[src/rtl/iter_divider_if.sv]
// ---------------------------------------------------------------------------
// iter_divider_if
//   Request/response bundle between the EX stage and the iterative divider.
//   master : EX side (drives start, signed_op, dividend, divisor, cancel)
//   slave  : divider side (drives busy, done, quotient, remainder, div_by_zero)
//   WIDTH  : operand/result width in bits
// ---------------------------------------------------------------------------
interface iter_divider_if #(
  parameter int WIDTH = 32
);
  logic             start;
  logic             signed_op;
  logic [WIDTH-1:0] dividend;
  logic [WIDTH-1:0] divisor;
  logic             cancel;
  logic             busy;
  logic             done;
  logic [WIDTH-1:0] quotient;
  logic [WIDTH-1:0] remainder;
  logic             div_by_zero;

  modport master (
    output start, signed_op, dividend, divisor, cancel,
    input  busy, done, quotient, remainder, div_by_zero
  );

  modport slave (
    input  start, signed_op, dividend, divisor, cancel,
    output busy, done, quotient, remainder, div_by_zero
  );
endinterface

[src/rtl/iter_divider.sv]
// ---------------------------------------------------------------------------
// iter_divider
//   Multi-cycle radix-2 restoring divider returning quotient and remainder
//   together. Signed (truncating) or unsigned mode, divide-by-zero flag and a
//   synchronous flush (cancel). One quotient bit is produced per CALC cycle.
//
// Ports
//   clk    : rising-edge clock
//   rst_n  : asynchronous active-low reset
//   div    : iter_divider_if.slave
//            start/signed_op/dividend/divisor/cancel in,
//            busy/done/quotient/remainder/div_by_zero out (all registered)
//
// Parameters
//   WIDTH  : operand/result width (>= 4)
//
// Build option
//   DIV_EARLY_TERM_EN : when defined, only bit-length(|dividend|) CALC steps
//                       are run (dividend pre-shifted to the top); results are
//                       unchanged, latency becomes n+2 edges.
// ---------------------------------------------------------------------------
module iter_divider #(
  parameter int WIDTH = 32
) (
  input  logic          clk,
  input  logic          rst_n,
  iter_divider_if.slave div
);

  localparam int            CW    = $clog2(WIDTH + 1);
  localparam logic [CW-1:0] W_CNT = CW'(WIDTH);

  typedef enum logic [2:0] {
    S_IDLE,
    S_PREP,
    S_CALC,
    S_FIX,
    S_DONE
  } state_t;

  state_t           state_reg;
  logic [WIDTH-1:0] a_reg;        // original dividend
  logic [WIDTH-1:0] b_reg;        // original divisor
  logic             signed_reg;
  logic [WIDTH-1:0] dvd_reg;      // shifts dividend out at the top, quotient in at the bottom
  logic [WIDTH-1:0] dvs_reg;      // |divisor|
  logic [WIDTH-1:0] rem_reg;      // partial remainder
  logic [CW-1:0]    count_reg;
  logic             q_neg_reg;
  logic             r_neg_reg;
  logic             dbz_reg;

  logic             busy_reg;
  logic             done_reg;
  logic [WIDTH-1:0] quo_out_reg;
  logic [WIDTH-1:0] rem_out_reg;
  logic             dbz_out_reg;

  // Magnitudes of the latched operands (only folded when signed).
  logic [WIDTH-1:0] abs_a;
  logic [WIDTH-1:0] abs_b;
  assign abs_a = (signed_reg && a_reg[WIDTH-1]) ? -a_reg : a_reg;
  assign abs_b = (signed_reg && b_reg[WIDTH-1]) ? -b_reg : b_reg;

  // One restoring step. The trial value needs WIDTH+1 bits because an
  // unsigned remainder up to 2^WIDTH-2 is shifted left once.
  logic [WIDTH:0]   trial;
  logic [WIDTH:0]   diff;
  logic             take;
  logic [WIDTH-1:0] rem_step;
  assign trial    = {rem_reg, dvd_reg[WIDTH-1]};
  assign diff     = trial - {1'b0, dvs_reg};
  assign take     = ~diff[WIDTH];
  assign rem_step = take ? diff[WIDTH-1:0] : trial[WIDTH-1:0];

  // Sign fix-up. MIN / -1 wraps naturally back to MIN.
  logic [WIDTH-1:0] q_fix;
  logic [WIDTH-1:0] r_fix;
  assign q_fix = q_neg_reg ? -dvd_reg : dvd_reg;
  assign r_fix = r_neg_reg ? -rem_reg : rem_reg;

  // Initial shift register contents and step count chosen in PREP.
  logic [WIDTH-1:0] prep_dvd;
  logic [CW-1:0]    prep_cnt;

`ifdef DIV_EARLY_TERM_EN
  logic [CW-1:0] bitlen;

  always_comb begin
    bitlen = '0;
    for (int i = 0; i < WIDTH; i++) begin
      if (abs_a[i]) bitlen = CW'(i + 1);
    end
  end

  // Leading zeros are skipped; after n steps the low n bits hold the
  // quotient and the upper bits are the zeros that were shifted in.
  assign prep_cnt = bitlen;
  assign prep_dvd = abs_a << (W_CNT - bitlen);
`else
  assign prep_cnt = W_CNT;
  assign prep_dvd = abs_a;
`endif

  always_ff @(posedge clk or negedge rst_n) begin
    if (!rst_n) begin
      state_reg   <= S_IDLE;
      a_reg       <= '0;
      b_reg       <= '0;
      signed_reg  <= 1'b0;
      dvd_reg     <= '0;
      dvs_reg     <= '0;
      rem_reg     <= '0;
      count_reg   <= '0;
      q_neg_reg   <= 1'b0;
      r_neg_reg   <= 1'b0;
      dbz_reg     <= 1'b0;
      busy_reg    <= 1'b0;
      done_reg    <= 1'b0;
      quo_out_reg <= '0;
      rem_out_reg <= '0;
      dbz_out_reg <= 1'b0;
    end else if (div.cancel) begin
      // Flush wins over everything; published results are left untouched.
      state_reg <= S_IDLE;
      busy_reg  <= 1'b0;
      done_reg  <= 1'b0;
    end else begin
      case (state_reg)
        S_IDLE: begin
          if (div.start) begin
            a_reg      <= div.dividend;
            b_reg      <= div.divisor;
            signed_reg <= div.signed_op;
            busy_reg   <= 1'b1;
            state_reg  <= S_PREP;
          end
        end
        S_PREP: begin
          dvd_reg   <= prep_dvd;
          dvs_reg   <= abs_b;
          rem_reg   <= '0;
          count_reg <= prep_cnt;
          q_neg_reg <= signed_reg && (a_reg[WIDTH-1] ^ b_reg[WIDTH-1]);
          r_neg_reg <= signed_reg && a_reg[WIDTH-1];
          dbz_reg   <= (b_reg == '0);
          // Zero divisor (and an empty step count) skip CALC; FIX forms the
          // result so every completion enters DONE from the same state.
          if (b_reg == '0 || prep_cnt == '0) state_reg <= S_FIX;
          else                               state_reg <= S_CALC;
        end
        S_CALC: begin
          rem_reg   <= rem_step;
          dvd_reg   <= {dvd_reg[WIDTH-2:0], take};
          count_reg <= count_reg - CW'(1);
          if (count_reg == CW'(1)) state_reg <= S_FIX;
        end
        S_FIX: begin
          if (dbz_reg) begin
            quo_out_reg <= '1;
            rem_out_reg <= a_reg;
            dbz_out_reg <= 1'b1;
          end else begin
            quo_out_reg <= q_fix;
            rem_out_reg <= r_fix;
            dbz_out_reg <= 1'b0;
          end
          busy_reg  <= 1'b0;
          done_reg  <= 1'b1;
          state_reg <= S_DONE;
        end
        S_DONE: begin
          if (!div.start) begin
            done_reg  <= 1'b0;
            state_reg <= S_IDLE;
          end
        end
        default: begin
          busy_reg  <= 1'b0;
          done_reg  <= 1'b0;
          state_reg <= S_IDLE;
        end
      endcase
    end
  end

  assign div.busy        = busy_reg;
  assign div.done        = done_reg;
  assign div.quotient    = quo_out_reg;
  assign div.remainder   = rem_out_reg;
  assign div.div_by_zero = dbz_out_reg;

endmodule

[src/flat_wrapper.sv]
// flat-port wrapper written by rule: the top's interface ports become plain ports
module iter_divider_flat 
#(
  parameter int WIDTH = 32
)
  (clk, rst_n, div_start, div_signed_op, div_dividend, div_divisor, div_cancel, div_busy, div_done, div_quotient, div_remainder, div_div_by_zero);
  iter_divider_if #(.WIDTH(WIDTH)) div_i ();
  input  logic clk;
  input  logic rst_n;
  input wire logic [$bits(div_i.start)-1:0] div_start;
  input wire logic [$bits(div_i.signed_op)-1:0] div_signed_op;
  input wire logic [$bits(div_i.dividend)-1:0] div_dividend;
  input wire logic [$bits(div_i.divisor)-1:0] div_divisor;
  input wire logic [$bits(div_i.cancel)-1:0] div_cancel;
  output wire logic [$bits(div_i.busy)-1:0] div_busy;
  output wire logic [$bits(div_i.done)-1:0] div_done;
  output wire logic [$bits(div_i.quotient)-1:0] div_quotient;
  output wire logic [$bits(div_i.remainder)-1:0] div_remainder;
  output wire logic [$bits(div_i.div_by_zero)-1:0] div_div_by_zero;
  assign div_i.start = div_start;
  assign div_i.signed_op = div_signed_op;
  assign div_i.dividend = div_dividend;
  assign div_i.divisor = div_divisor;
  assign div_i.cancel = div_cancel;
  assign div_busy = div_i.busy;
  assign div_done = div_i.done;
  assign div_quotient = div_i.quotient;
  assign div_remainder = div_i.remainder;
  assign div_div_by_zero = div_i.div_by_zero;
  iter_divider #(.WIDTH(WIDTH)) u_core (.clk(clk), .rst_n(rst_n), .div(div_i));
endmodule
[config.mk]
export PLATFORM = sky130hd
export DESIGN_NAME = iter_divider_flat
export DESIGN_NICKNAME = d
export VERILOG_FILES = /design/src/rtl/iter_divider_if.sv /design/src/rtl/iter_divider.sv /design/src/flat_wrapper.sv
export SDC_FILE = /design/constraint.sdc
export NUM_CORES = 1
export LEC_CHECK = 0
export CAP_MARGIN = 20
export CELL_PAD_IN_SITES_DETAIL_PLACEMENT = 0
export CELL_PAD_IN_SITES_GLOBAL_PLACEMENT = 1
export CORE_ASPECT_RATIO = 1.5
export CORE_MARGIN = 8
export CORE_UTILIZATION = 46
export CTS_BUF_LIST = sky130_fd_sc_hd__clkbuf_8
export DETAILED_ROUTE_END_ITERATION = 10
export GPL_ROUTABILITY_DRIVEN = 0
export PLACE_DENSITY = 0.92
export SETUP_SLACK_MARGIN = 0.02
export SLEW_MARGIN = 40
export SYNTH_ARGS = -nofsm -noshare
export SYNTH_HDL_FRONTEND = slang
export SYNTH_SLANG_ARGS = --single-unit
[constraint.sdc]
create_clock -name clk -period 4.05 [get_ports clk]
set_input_delay 0.405 -clock clk [delete_from_list [all_inputs] [get_ports clk]]
set_output_delay 0.405 -clock clk [all_outputs]
set_load 0.02 [all_outputs]
# Word level (Yosys, flattened, before mapping)
# Cells that the tools add are included.
totals:
  ff_bits: 240
  in_bits: 69
  word_cells: 73
classes:
  eq_ne: 10
  n_reduce_logical: 15
  add_sub_neg: 6
  bitwise: 3
  mux: 23
ops:
  columns: ["operator", "n"]
  rows:
  - ["$mux W32", 7]
  - ["$neg A32 Y32", 4]
  - ["$pmux W32 S2", 2]
  - ["$sub A33 B32 Y33", 1]
  - ["$logic_not A32 Y1", 1]
  - ["$pmux W3 S5", 1]
  - ["$mux W3", 4]
  - ["$pmux W6 S2", 1]
  - ["$reduce_and A2 Y1", 5]
  - ["$eq A3 B2 Y1 const B", 2]
  - ["$eq A6 B1 Y1 const B", 1]
  - ["$mux W1", 6]
  - ["$ne A3 B3 Y1 const B", 2]
  - ["$reduce_and A3 Y1", 2]
  - ["$reduce_or A3 Y1", 2]
  - ["$sub A6 B1 Y6 const B", 1]
  - ["$ne A2 B1 Y1 const B", 2]
  - ["$eq A3 B1 Y1 const B", 1]
  - ["$eq A3 B3 Y1 const B", 1]
  - ["$logic_and A1 B1 Y1", 3]
  - ["$logic_not A3 Y1", 1]
  - ["$ne A3 B2 Y1 const B", 1]
  - ["$pmux W1 S3", 1]
  - ["$not A1 Y1", 2]
  - ["3 further kinds", 3]

# Longest topological paths before layout
# Gate-level depths: netlist of run 1.
depth:
  ltp_word: 4
  depth_mapped: 14
  depth_no_buf: 13

# Worst setup path after synthesis of run 1
# OpenSTA, ideal clock, no wires.
synth_path:
  path_type: "register -> register"
  start: "reg u_core.dvd_reg[31]"
  end: "reg u_core.rem_reg[17]"
  arrival_time_ns: 3.534
  setup_time_ns: 0.126
  slack_ns: 0.390
  path_stages_with_launch: 15
  required_time_ns: 3.924
  path_cell_list: "dfrtp_1 inv_1 ha_1 fa_1 nor2b_1 o2111ai_1 a21oi_1 o21ai_0 a31oi_1 a31oi_1 a41oi_1 mux2i_1 clkbuf_1 nor2_1 a221o_1"
synth_via:
  elab_chain_cells: 3
synth_lines:
  columns: ["item", "line_no", "text"]
  rows:
  - ["start: declaration", "iter_divider.sv:45", "logic [WIDTH-1:0] dvd_reg;"]
  - ["start signal: assignment", "iter_divider.sv:140", "dvd_reg <= prep_dvd;"]
  - ["start signal: assignment", "iter_divider.sv:154", "dvd_reg <= {dvd_reg[WIDTH-2:0], take};"]
  - ["$sub A33 B32 Y33", "iter_divider.sv:72", "assign diff = trial - {1'b0, dvs_reg};"]
  - ["$mux W32", "iter_divider.sv:74", "assign rem_step = take ? diff[WIDTH-1:0] : trial[WIDTH-1:0];"]
  - ["$pmux W32 S2", "iter_divider.sv:129", "case (state_reg)"]
  - ["end signal: assignment", "iter_divider.sv:153", "rem_reg <= rem_step;"]
  - ["end: declaration", "iter_divider.sv:47", "logic [WIDTH-1:0] rem_reg;"]
# Every way passes these cells.
# A chain may end at the register's enable or synchronous reset.

# Final worst setup path of run 1
layout_path:
  start: "reg u_core.dvd_reg[31]"
  end: "reg u_core.rem_reg[25]"
# The elaborated chain is that of the path after synthesis.

==> results of run 1 <==
stage by stage:
step | cells | hold slack [ns] | cell area, µm²
detailed placement | 2011 | 0.340 | 15600
global route | 2086 | 0.357 | 16500
finish | 2086 | 0.344 | 16500
global placement | 2010 | 0.456 | 15500
floorplan | 1537 | 0.109 | 13800
CTS | 2085 | 0.322 | 16500
power groups by stage:
stage	logic [mW]	clock network, mW	registers, mW
floorplan	2.89	0	4.28
global placement	4.50	0	4.17
detailed placement	4.60	0	4.22
CTS	4.63	2.43	4.18
global route	5.12	2.52	4.31
finish	4.58	2.37	4.19
synth_stat cells (all sizes together) (4+ instances only):
library cell  instances  area, µm²
mux2i                 6       60.1
a32oi                 4       35.0
a31oi                16        100
xor2                108        946
a21oi               140        701
o211ai               14        105
nor3                 18       90.1
clkbuf               73        324
ha                   38        475
or4                   9       78.8
o31ai                28        215
nor2                152        571
and2                  6       37.5
o41ai                14        130
nand2b               12       75.1
nand3                29        145
or2                   8       50.1
a221o                15        150
inv                  52        195
dfrtp               240       6010
mux2                 66        743
nor2b                10       62.6
xnor2                41        359
nand2               179        672
and3                  6       37.5
a21o                 15        113
nor4                 13       81.3
buf                   6       33.8
o21ai               162        811
or3                  17        119
nand4                 5       31.3
per-layer routing:
layer  global-route usage  up-vias  share of wire
li1                     -     5636              -
met1                0.223     5421           0.40
met2                0.348      259           0.51
met3               0.0269       75          0.044
met4               0.0958        0          0.041
met5                    0        -              0
cells in the final DEF (no fill, tap or decap), types with 13 or more instances in the layout:
| cell type | n |
|---|---|
| sky130_fd_sc_hd__dfrtp_1 | 237 |
| sky130_fd_sc_hd__nand2_1 | 178 |
| sky130_fd_sc_hd__o21ai_0 | 160 |
| sky130_fd_sc_hd__nor2_1 | 149 |
| sky130_fd_sc_hd__a21oi_1 | 140 |
| sky130_fd_sc_hd__clkdlybuf4s50_1 | 134 |
| sky130_fd_sc_hd__xor2_1 | 108 |
| sky130_fd_sc_hd__mux2_2 | 66 |
| sky130_fd_sc_hd__inv_1 | 60 |
| sky130_fd_sc_hd__clkbuf_8 | 53 |
| sky130_fd_sc_hd__xnor2_1 | 41 |
| sky130_fd_sc_hd__ha_1 | 38 |
| sky130_fd_sc_hd__nand3_1 | 29 |
| sky130_fd_sc_hd__o31ai_1 | 27 |
| sky130_fd_sc_hd__nor3_1 | 17 |
| sky130_fd_sc_hd__buf_4 | 16 |
| sky130_fd_sc_hd__a31oi_1 | 15 |
| sky130_fd_sc_hd__a21o_1 | 15 |
| sky130_fd_sc_hd__a221o_1 | 15 |
| sky130_fd_sc_hd__o211ai_1 | 14 |
| sky130_fd_sc_hd__or3_1 | 13 |
| sky130_fd_sc_hd__nor4_1 | 13 |
| sky130_fd_sc_hd__o41ai_1 | 13 |
worst min-delay path by stage:
stage               cells past startpoint                    from                       end  slack [ns]
floorplan                               0                   rst_n           u_core.a_reg[0]        0.11
global placement                        2  u_core.div.quotient[0]    u_core.div.quotient[0]        0.46
detailed placement                      1                   rst_n   u_core.div.quotient[28]        0.34
CTS                                     2                   rst_n  u_core.div.remainder[26]        0.32
global route                            2                   rst_n  u_core.div.remainder[26]        0.36
finish                                  2                   rst_n  u_core.div.remainder[26]        0.34
cell type report:
type | instances | area, µm²
repair buffers | 155 | 1550
well taps | 400 | 500
fillers | 2775 | 13500
inverters | 53 | 199
clock buffers | 53 | 729
flip-flops and latches | 240 | 6010
clock inverters | 20 | 169
diodes | 1 | 2.50
multi-input cells | 1164 | 7320
logic make-up after synthesis:
group           share of synthesized area
buf+inv                            0.0409
simple gates                        0.153
compound gates                      0.185
xor+xnor                           0.0942
flops                               0.434
mux                                0.0580
fa+ha+maj                          0.0358
timing repair:
action | in CTS | in global routing
endpoints found under the hold margin | 45 | 0
endpoints found under the setup margin | 0 | 22
hold buffers | 1 | 0
gates resized for setup | 0 | 2
==> impl_metrics.yaml, run 1 <==
outcome:
  outcome: "finished clean"
detailed_routing:
  post_drt_wl_per_cell_um: 16.8
  drc_viols: 0
  wirelength_mm: 35.0
  drt-vias-per-instance: 5.46
  detail_route.iter0.violations: 500
  detailedRoute.firstPassIterationCount: 5
  route.antenna.remaining_nets: 0
  dr_total_vias: 11391
power_and_ir_drop:
  post-layout-total-power_mw: 11.1
  p_comb_frac: 0.412
  power.clock.fraction: 0.212
  p_sw_mw: 4.42
  internal-power_mw: 6.72
  power-per-cell-area_mw_per_mm2: 676
  ir_drop_v: 0.000290
  power_leakage_nw: 7.24
  power_switching_share: 0.397
  sequentialPowerShare: 0.376
sta:
  timing.setup.tns_ns: 0
  timing.slew.headroom: 0.443
  grt_setup_unrepaired: "false"
  clock.fmax_mhz: 268
  slew_viol_final: 0
  hold_viol_final: 0
  final.min_clock_period_ns: 3.73
  post-route-period-util: 0.920
  setup_viol: 0
  worstMarginPinSlew_ns: 0.828
  worst_setup_margin_ns: 0.324
  timing.clock.skew_ns: 0.0162
place:
  port_buffers: 135
  half_perimeter_wire_length_after_placement_mm: 25.9
  post-place-ws_ns: 0.157
synth:
  synthesis.area_per_instance_um2: 9.01
  syn_inst: 1537
  synth.yosys.seq_area_share: 0.434
  synth_enable_flop_cells: 0
  ys_types: 65
  synth.net_count: 1645
  ys_async_sr_fraction: 1.00
  yosysWarnings: 0
  count_of_state_elements_after_synthesis: 240
  netlist_area_mm2: 0.0138
  ys.flop_type: "sky130_fd_sc_hd__dfrtp_1"
layout:
  final_net_count: 1762
  syn_to_final_growth_pct: 19.0
  post-route-util: 0.550
  drive_above_1_share: 0.107
worst_setup_path:
  depth_of_the_worst_register_to_register_path: 12
  critical_path.slowest_cell: "sky130_fd_sc_hd__mux2_2"
  wp_data_required_ns: 4.48
  setup.worst_path.end_class: "flip-flop"
  criticalPathCategory: "reg2reg"
  timing.critical_path.depth: 12
  worst_setup_path_endpoint: "u_core.rem_reg[25]"
  startpoint: "u_core.dvd_reg[31]"
  reg2reg_to: "u_core.rem_reg[25]"
  timing.critical_path.arrival_ns: 4.16
  path_max_fanout: 19
  timing.critical_path.from_type: "flip-flop"
  worstPathCellList: "inv_1 -> ha_1 -> fa_1 -> nor2b_1 -> o2111ai_1 -> a21oi_1 -> o21ai_0 -> a31oi_2 -> a31oi_1 -> a41oi_2 -> mux2_2 -> a221o_1"
  slowest_delay_ns: 0.55
  critical_path.n_buffers_inverters: 1
  reg2reg_setup_slack_ns: 0.32
  critical-path-top-delay-family: "compound AO/OA/AOI/OAI gates"
  critical_path.reg2reg.startpoint: "u_core.dvd_reg[31]"
floorplanning:
  design.core.area_mm2: 0.0300
  die_w_um: 158
  pin_count: 136
  fp.dieArea_mm2: 0.0360
  initial_core_util: 0.462
  chipHeight_um: 229
  rows: 78
grt:
  grt_pass1_wl_mm: 57.3
  globalRouteTotalUtil: 0.195
  grt_overflow_total: 0
  antenna_found_initial: 1
  pin_count_of_the_biggest_net_entering_global_routing: 85
  vias_in_the_first_global_route: 11498
clock_tree:
  tritoncts: "done"
  clk_root_buffer_cell: "sky130_fd_sc_hd__clkbuf_8"
  worst_skew_pair.late_latency_ns: 0.56
  post-cts-setup-buffer-count: 0
  path_clk_slew_ns: 0.06
  ctsLongestPathBuffers: 3
  cts-htree-levels: 2
  cts-buffers-inserted: 40
  numClockSinks: 240
min_path:
  min_delay_worst_type: "in2async"
run:
  drv.max_cap_violation_count: 0
Power figures use the tool's default switching activity.
==> run 2: changes to the inputs <==
--- a/config.mk
+++ b/config.mk
@@ -15,7 +15,7 @@
 export DETAILED_ROUTE_END_ITERATION = 10
 export GPL_ROUTABILITY_DRIVEN = 0
 export PLACE_DENSITY = 0.92
-export SETUP_SLACK_MARGIN = 0.02
+export SETUP_SLACK_MARGIN = 0.5
 export SLEW_MARGIN = 40
 export SYNTH_ARGS = -nofsm -noshare
 export SYNTH_HDL_FRONTEND = slang
==> run 2 against run 1 <==
Effect of this change: worst hold slack improved by 0.014 ns; first-iteration DRC count increased by 6.6%; routed wire length decreased by 0.58%; flip-flop and latch count unchanged; design area increased by 0.19%; maximum frequency increased by 8.6%; clock power decreased by 8.9%; global-route usage decreased by 0.32 points; register-to-register slack improved by 0.30 ns; critical path type unchanged; largest power group unchanged.
==> impl_metrics.yaml, run 2 (same netlist as run 1, synthesis figures left out) <==
floorplanning:
  design.core.area_mm2: 0.0300
  fp.dieArea_mm2: 0.0360
  die_w_um: 158
  pin_count: 136
  initial_core_util: 0.462
  rows: 78
  chipHeight_um: 229
place:
  port_buffers: 135
  place_inst: 2013
  half_perimeter_wire_length_after_placement_mm: 26.0
  post-place-ws_ns: 0.317
sta:
  clock.fmax_mhz: 292
  post-route-period-util: 0.847
  timing.slew.headroom: 0.482
  slew_viol_final: 0
  worstMarginPinSlew_ns: 0.770
  grt_setup_unrepaired: "true"
  setup_viol: 0
  worst_setup_margin_ns: 0.620
  final.min_clock_period_ns: 3.43
  timing.setup.tns_ns: 0
  hold_viol_final: 0
  timing.clock.skew_ns: 0.0198
power_and_ir_drop:
  power_switching_share: 0.399
  sequentialPowerShare: 0.382
  p_comb_frac: 0.421
  power-per-cell-area_mw_per_mm2: 663
  ir_drop_v: 0.000300
  power_leakage_nw: 7.26
  internal-power_mw: 6.57
  p_sw_mw: 4.37
  power.clock.fraction: 0.197
clock_tree:
  numClockSinks: 240
  worst_skew_pair.late_latency_ns: 0.55
  clk_root_buffer_cell: "sky130_fd_sc_hd__clkbuf_8"
  cts-htree-levels: 2
  ctsLongestPathBuffers: 3
  cts-buffers-inserted: 39
  path_clk_slew_ns: 0.06
  tritoncts: "done"
worst_setup_path:
  slowest_delay_ns: 0.53
  path_max_fanout: 13
  criticalPathCategory: "reg2reg"
  critical-path-top-cell-by-count: "sky130_fd_sc_hd__a31oi_2"
  critical_path.slowest_cell: "sky130_fd_sc_hd__or4_1"
  wp_data_required_ns: 4.53
  timing.critical_path.from_type: "flip-flop"
  worstPathCellList: "ha_1 -> a21o_1 -> a21oi_1 -> a21oi_2 -> o21ai_1 -> a31oi_2 -> a31oi_2 -> a41oi_2 -> xnor2_1 -> buf_4 -> or4_1 -> nand3_1"
  setup.worst_path.end_class: "flip-flop"
  timing.critical_path.arrival_ns: 3.91
detailed_routing:
  detail_route.iter0.violations: 533
  route.antenna.remaining_nets: 0
  detailedRoute.firstPassIterationCount: 5
  drc_viols: 0
  drt-vias-per-instance: 5.44
  post_drt_wl_per_cell_um: 16.6
  wirelength_mm: 34.8
  dr_total_vias: 11357
grt:
  antenna_found_initial: 0
  globalRouteTotalUtil: 0.192
  vias_in_the_first_global_route: 11103
  grt_pass1_wl_mm: 56.2
  pin_count_of_the_biggest_net_entering_global_routing: 103
  grt_overflow_total: 0
outcome:
  outcome: "finished clean"
layout:
  final_net_count: 1769
  antenna_cells_inserted: 0
  syn_to_final_growth_pct: 19.3
  drive_above_1_share: 0.112
  mostFrequentLayoutCells: "sky130_fd_sc_hd__dfrtp_1 (234), sky130_fd_sc_hd__nand2_1 (178), sky130_fd_sc_hd__o21ai_0 (158)"
  final_cells: 2089
  commonest_non_fill_non_tap_cell_in_the_layout: "sky130_fd_sc_hd__dfrtp_1"
run:
  drv.max_cap_violation_count: 0
min_path:
  min_delay_worst_type: "in2async"
[run 2: changes by cell type in the layout (fill, tap and decap cells not counted), sizes merged]
cell    before  now
buf         20   28
clkinv       9    5
inv         61   64
bufinv       3    1
clkbuf      53   52
diode        1    0
[run 2: final timing paths]
check / slack, ns / cells after the start / end / start
max in group asynchronous: 2.56 / 4 / u_core.a_reg[14] / rst_n
worst max-delay path: 0.62 / 12 / u_core.rem_reg[30] / u_core.rem_reg[3]
worst min-delay path: 0.36 / 2 / u_core.div.quotient[2] / rst_n
worst min register to register: 0.47 / 2 / u_core.div.quotient[2] / u_core.div.quotient[2]
worst max register to register: 0.62 / 12 / u_core.rem_reg[30] / u_core.rem_reg[3]
min in group clk: 0.46 / 2 / u_core.a_reg[19] / div_dividend[19]
[run 2: critical path: cells and delay by family, from the launching register on]
family                   cells  cell delay, ns
XOR/XNOR                     1            0.20
buffers and inverters        1            0.21
AO/OA/AOI/OAI                7            1.43
flip-flops                   1            0.47
AND/OR/NAND/NOR              2            0.63
adder cells (fa/ha/maj)      1            0.40
[run 2: layer usage]
metal,GRT usage,routed length [µm],up-vias
met5,0,0,-
li1,-,-,5652
met1,0.221,14200,5332
met3,0.0263,1490,92
met4,0.0919,1380,0
met2,0.341,17700,281
[run 2: power groups by stage]
stage          logic, mW  clock network, mW  registers, mW
3_5_place_dp        4.60                  0           4.21
6_report            4.61               2.16           4.18
3_3_place_gp        4.50                  0           4.16
5_1_grt             5.14               2.33           4.31
4_1_cts             4.63               2.22           4.17
2_1_floorplan       2.89                  0           4.28
[run 2: layout make-up]
class | count | area, µm²
multi-input cells | 1164 | 7380
repair buffers | 163 | 1610
fillers | 2743 | 13400
clock inverters | 17 | 95.1
inverters | 53 | 199
clock buffers | 52 | 716
flip-flops and latches | 240 | 6010
well taps | 400 | 500
[run 2: through the flow]
step	hold WS (ns)	util	power (mW)	cell area, µm²
2_1_floorplan	0.109	-	7.17	13900
3_3_place_gp	0.459	0.519	8.67	15600
3_5_place_dp	0.461	0.519	8.81	15600
4_1_cts	0.433	0.547	11.0	16400
5_1_grt	0.386	0.551	11.8	16500
6_report	0.358	0.551	10.9	16500
[run 2: what timing repair did]
action,CTS,global route
pin swaps,2,3
resized for setup,1,15
endpoints found under the setup margin,23,24
hold endpoints to repair,99,0
buffers inserted,1,4
hold buffers,1,0
==> run 3: changes to the inputs <==
--- a/config.mk
+++ b/config.mk
@@ -10,11 +10,11 @@
 export CELL_PAD_IN_SITES_GLOBAL_PLACEMENT = 1
 export CORE_ASPECT_RATIO = 1.5
 export CORE_MARGIN = 8
-export CORE_UTILIZATION = 46
+export CORE_UTILIZATION = 41
 export CTS_BUF_LIST = sky130_fd_sc_hd__clkbuf_8
 export DETAILED_ROUTE_END_ITERATION = 10
 export GPL_ROUTABILITY_DRIVEN = 0
-export PLACE_DENSITY = 0.92
+export PLACE_DENSITY = 0.87
 export SETUP_SLACK_MARGIN = 0.5
 export SLEW_MARGIN = 40
 export SYNTH_ARGS = -nofsm -noshare
==> constraint.sdc (replaced) <==
create_clock -name clk -period 2.8 [get_ports clk]
set_input_delay 0.28 -clock clk [delete_from_list [all_inputs] [get_ports clk]]
set_output_delay 0.28 -clock clk [all_outputs]
set_load 0.02 [all_outputs]
==> run 3 against run 2 <==
Effect of this change: the run now ends with negative setup slack left; power increased by 63%; final cell count increased by 11%; setup slack got worse by 1.2 ns; largest cell class unchanged.
==> impl_metrics.yaml, run 3 (same netlist as run 1, synthesis figures left out) <==
power_and_ir_drop:
  power_leakage_nw: 8.62
  post-layout-total-power_mw: 17.8
  power-per-cell-area_mw_per_mm2: 917
  ir_drop_v: 0.000399
sta:
  clock.fmax_mhz: 299
  grt_setup_unrepaired: "true"
  worstMarginPinSlew_ns: 0.844
  final.min_clock_period_ns: 3.35
  post-route-period-util: 1.20
  hold_viol_final: 0
  slew_viol_final: 0
  timing.clock.skew_ns: 0.0214
  timing.slew.headroom: 0.437
  setup_viol: 40
  timing.setup.tns_ns: -15.63
  worst_setup_margin_ns: -0.550
detailed_routing:
  dr_wl_met2_mm: 22.1
  route.antenna.remaining_nets: 0
  drc_viols: 0
  met3_length_mm: 1.69
  detail_route.iter0.violations: 686
  wirelength_mm: 41.5
  wirelength_met1_mm: 15.7
  routed.top_layer: "met4"
  post_drt_wl_per_cell_um: 17.8
  drt-vias-per-instance: 5.38
  dr_total_vias: 12530
  detailedRoute.firstPassIterationCount: 5
clock_tree:
  numClockSinks: 240
  cts-buffers-inserted: 40
  clk_root_buffer_cell: "sky130_fd_sc_hd__clkbuf_8"
  worst_skew_pair.late_latency_ns: 0.57
  cts-htree-levels: 2
  tritoncts: "done"
  ctsLongestPathBuffers: 3
  path_clk_slew_ns: 0.06
place:
  post-place-ws_ns: -0.528
  port_buffers: 135
  half_perimeter_wire_length_after_placement_mm: 28.8
layout:
  mostFrequentLayoutCells: "sky130_fd_sc_hd__dfrtp_1 (233), sky130_fd_sc_hd__buf_4 (199), sky130_fd_sc_hd__nand2_1 (166)"
  commonest_non_fill_non_tap_cell_in_the_layout: "sky130_fd_sc_hd__dfrtp_1"
  post-route-util: 0.584
  drive_above_1_share: 0.286
  syn_to_final_growth_pct: 40.5
  final_net_count: 1992
worst_setup_path:
  reg2reg_setup_slack_ns: -0.55
  worstPathCellList: "or4_4 -> or3_4 -> or3_4 -> or4_4 -> or4_4 -> o41ai_4 -> xor2_1 -> nor2_1 -> a21oi_1 -> o21ai_1"
  reg2reg_to: "u_core.div.remainder[29]"
  timing.critical_path.arrival_ns: 3.80
  timing.critical_path.from_type: "flip-flop"
  critical_path.n_buffers_inverters: 0
  slowest_delay_ns: 0.54
  depth_of_the_worst_register_to_register_path: 10
  critical-path-top-cell-by-count: "sky130_fd_sc_hd__or4_4"
  critical_path.reg2reg.startpoint: "u_core.rem_reg[14]"
  critical-path-top-delay-family: "simple AND/OR/NAND/NOR gates"
  wp_data_required_ns: 3.25
  criticalPathCategory: "reg2reg"
  setup.worst_path.end_class: "flip-flop"
  path_max_fanout: 3
  critical_path.slowest_cell: "sky130_fd_sc_hd__or4_4"
grt:
  grt_overflow_total: 0
  pin_count_of_the_biggest_net_entering_global_routing: 81
  grt_pass1_wl_mm: 66.8
  antenna_found_initial: 0
  globalRouteTotalUtil: 0.204
  vias_in_the_first_global_route: 13014
min_path:
  min_delay_worst_type: "in2async"
floorplanning:
  rows: 82
  initial_core_util: 0.415
  die_w_um: 166
  chipHeight_um: 241
  design.core.area_mm2: 0.0333
  fp.dieArea_mm2: 0.0400
  pin_count: 136
run:
  drv.max_cap_violation_count: 0
outcome:
  outcome: "finished, violations left"
  violations: "negative setup slack"
[run 3: changes by cell type in the layout (fill, tap and decap cells not counted), sizes merged]
| cell | before | now |
|---|---|---|
| clkinvlp | 0 | 2 |
| clkinv | 5 | 1 |
| diode | 0 | 1 |
| mux2 | 66 | 69 |
| buf | 28 | 247 |
| clkbuf | 52 | 49 |
[run 3: where the power goes]
group | internal [mW] | total (mW) | switching [mW]
Combinational | 4.22 | 8.78 | 4.56
Clock | 1.65 | 3.04 | 1.39
Sequential | 4.71 | 6.03 | 1.32
Total | 10.6 | 17.8 | 7.27
[run 3: worst register-to-register path, cell delays in order (launching register included)]
cell,delay [ns]
sky130_fd_sc_hd__dfrtp_1,0.38
sky130_fd_sc_hd__or4_4,0.54
sky130_fd_sc_hd__or3_4,0.34
sky130_fd_sc_hd__or3_4,0.38
sky130_fd_sc_hd__or4_4,0.43
sky130_fd_sc_hd__or4_4,0.46
sky130_fd_sc_hd__o41ai_4,0.24
sky130_fd_sc_hd__xor2_1,0.19
sky130_fd_sc_hd__nor2_1,0.06
sky130_fd_sc_hd__a21oi_1,0.12
sky130_fd_sc_hd__o21ai_1,0.07
[run 3: how the worst max path moves through the flow]
| stage | to | cells past startpoint | start | slack (ns) |
|---|---|---|---|---|
| floorplan | u_core.div.remainder[29] | 10 | u_core.rem_reg[14] | -0.45 |
| global placement | u_core.div.remainder[29] | 10 | u_core.rem_reg[14] | -0.48 |
| detailed placement | u_core.div.remainder[29] | 10 | u_core.rem_reg[14] | -0.53 |
| CTS | u_core.div.remainder[29] | 10 | u_core.rem_reg[14] | -0.52 |
| global route | u_core.div.remainder[29] | 10 | u_core.rem_reg[14] | -0.65 |
| finish | u_core.div.remainder[29] | 10 | u_core.rem_reg[14] | -0.55 |
[run 3: metrics by stage]
stage	cells	instance area, µm²	hold WS (ns)
final	2327	19500	0.306
after global routing	2326	19500	0.316
after CTS	2305	18800	0.293
after detailed placement	2192	17000	0.335
after global placement	2192	17000	0.325
after floorplan	1537	14100	-0.0156
[run 3: per-layer routing]
layer  up-vias  global-route usage
li1       6102                   -
met1      5968               0.215
met2       338               0.386
met3       122              0.0345
met4         0               0.105
met5         -                   0
[run 3: area by class of cell]
class | count | area (µm²)
diodes | 1 | 2.50
clock buffers | 49 | 674
clock inverters | 15 | 90.1
fillers | 2792 | 13900
inverters | 53 | 199
multi-input cells | 1167 | 8410
flip-flops and latches | 240 | 6020
well taps | 420 | 526
repair buffers | 382 | 3540
[run 3: timing repair]
item / 4_1_cts / 5_1_grt
buffers inserted: 41 / 21
setup endpoints to repair: 89 / 92
hold endpoints to repair: 73 / 0
cloned: 7 / 0
resized for setup: 146 / 96
hold buffers: 1 / 0
pin swaps: 73 / 56
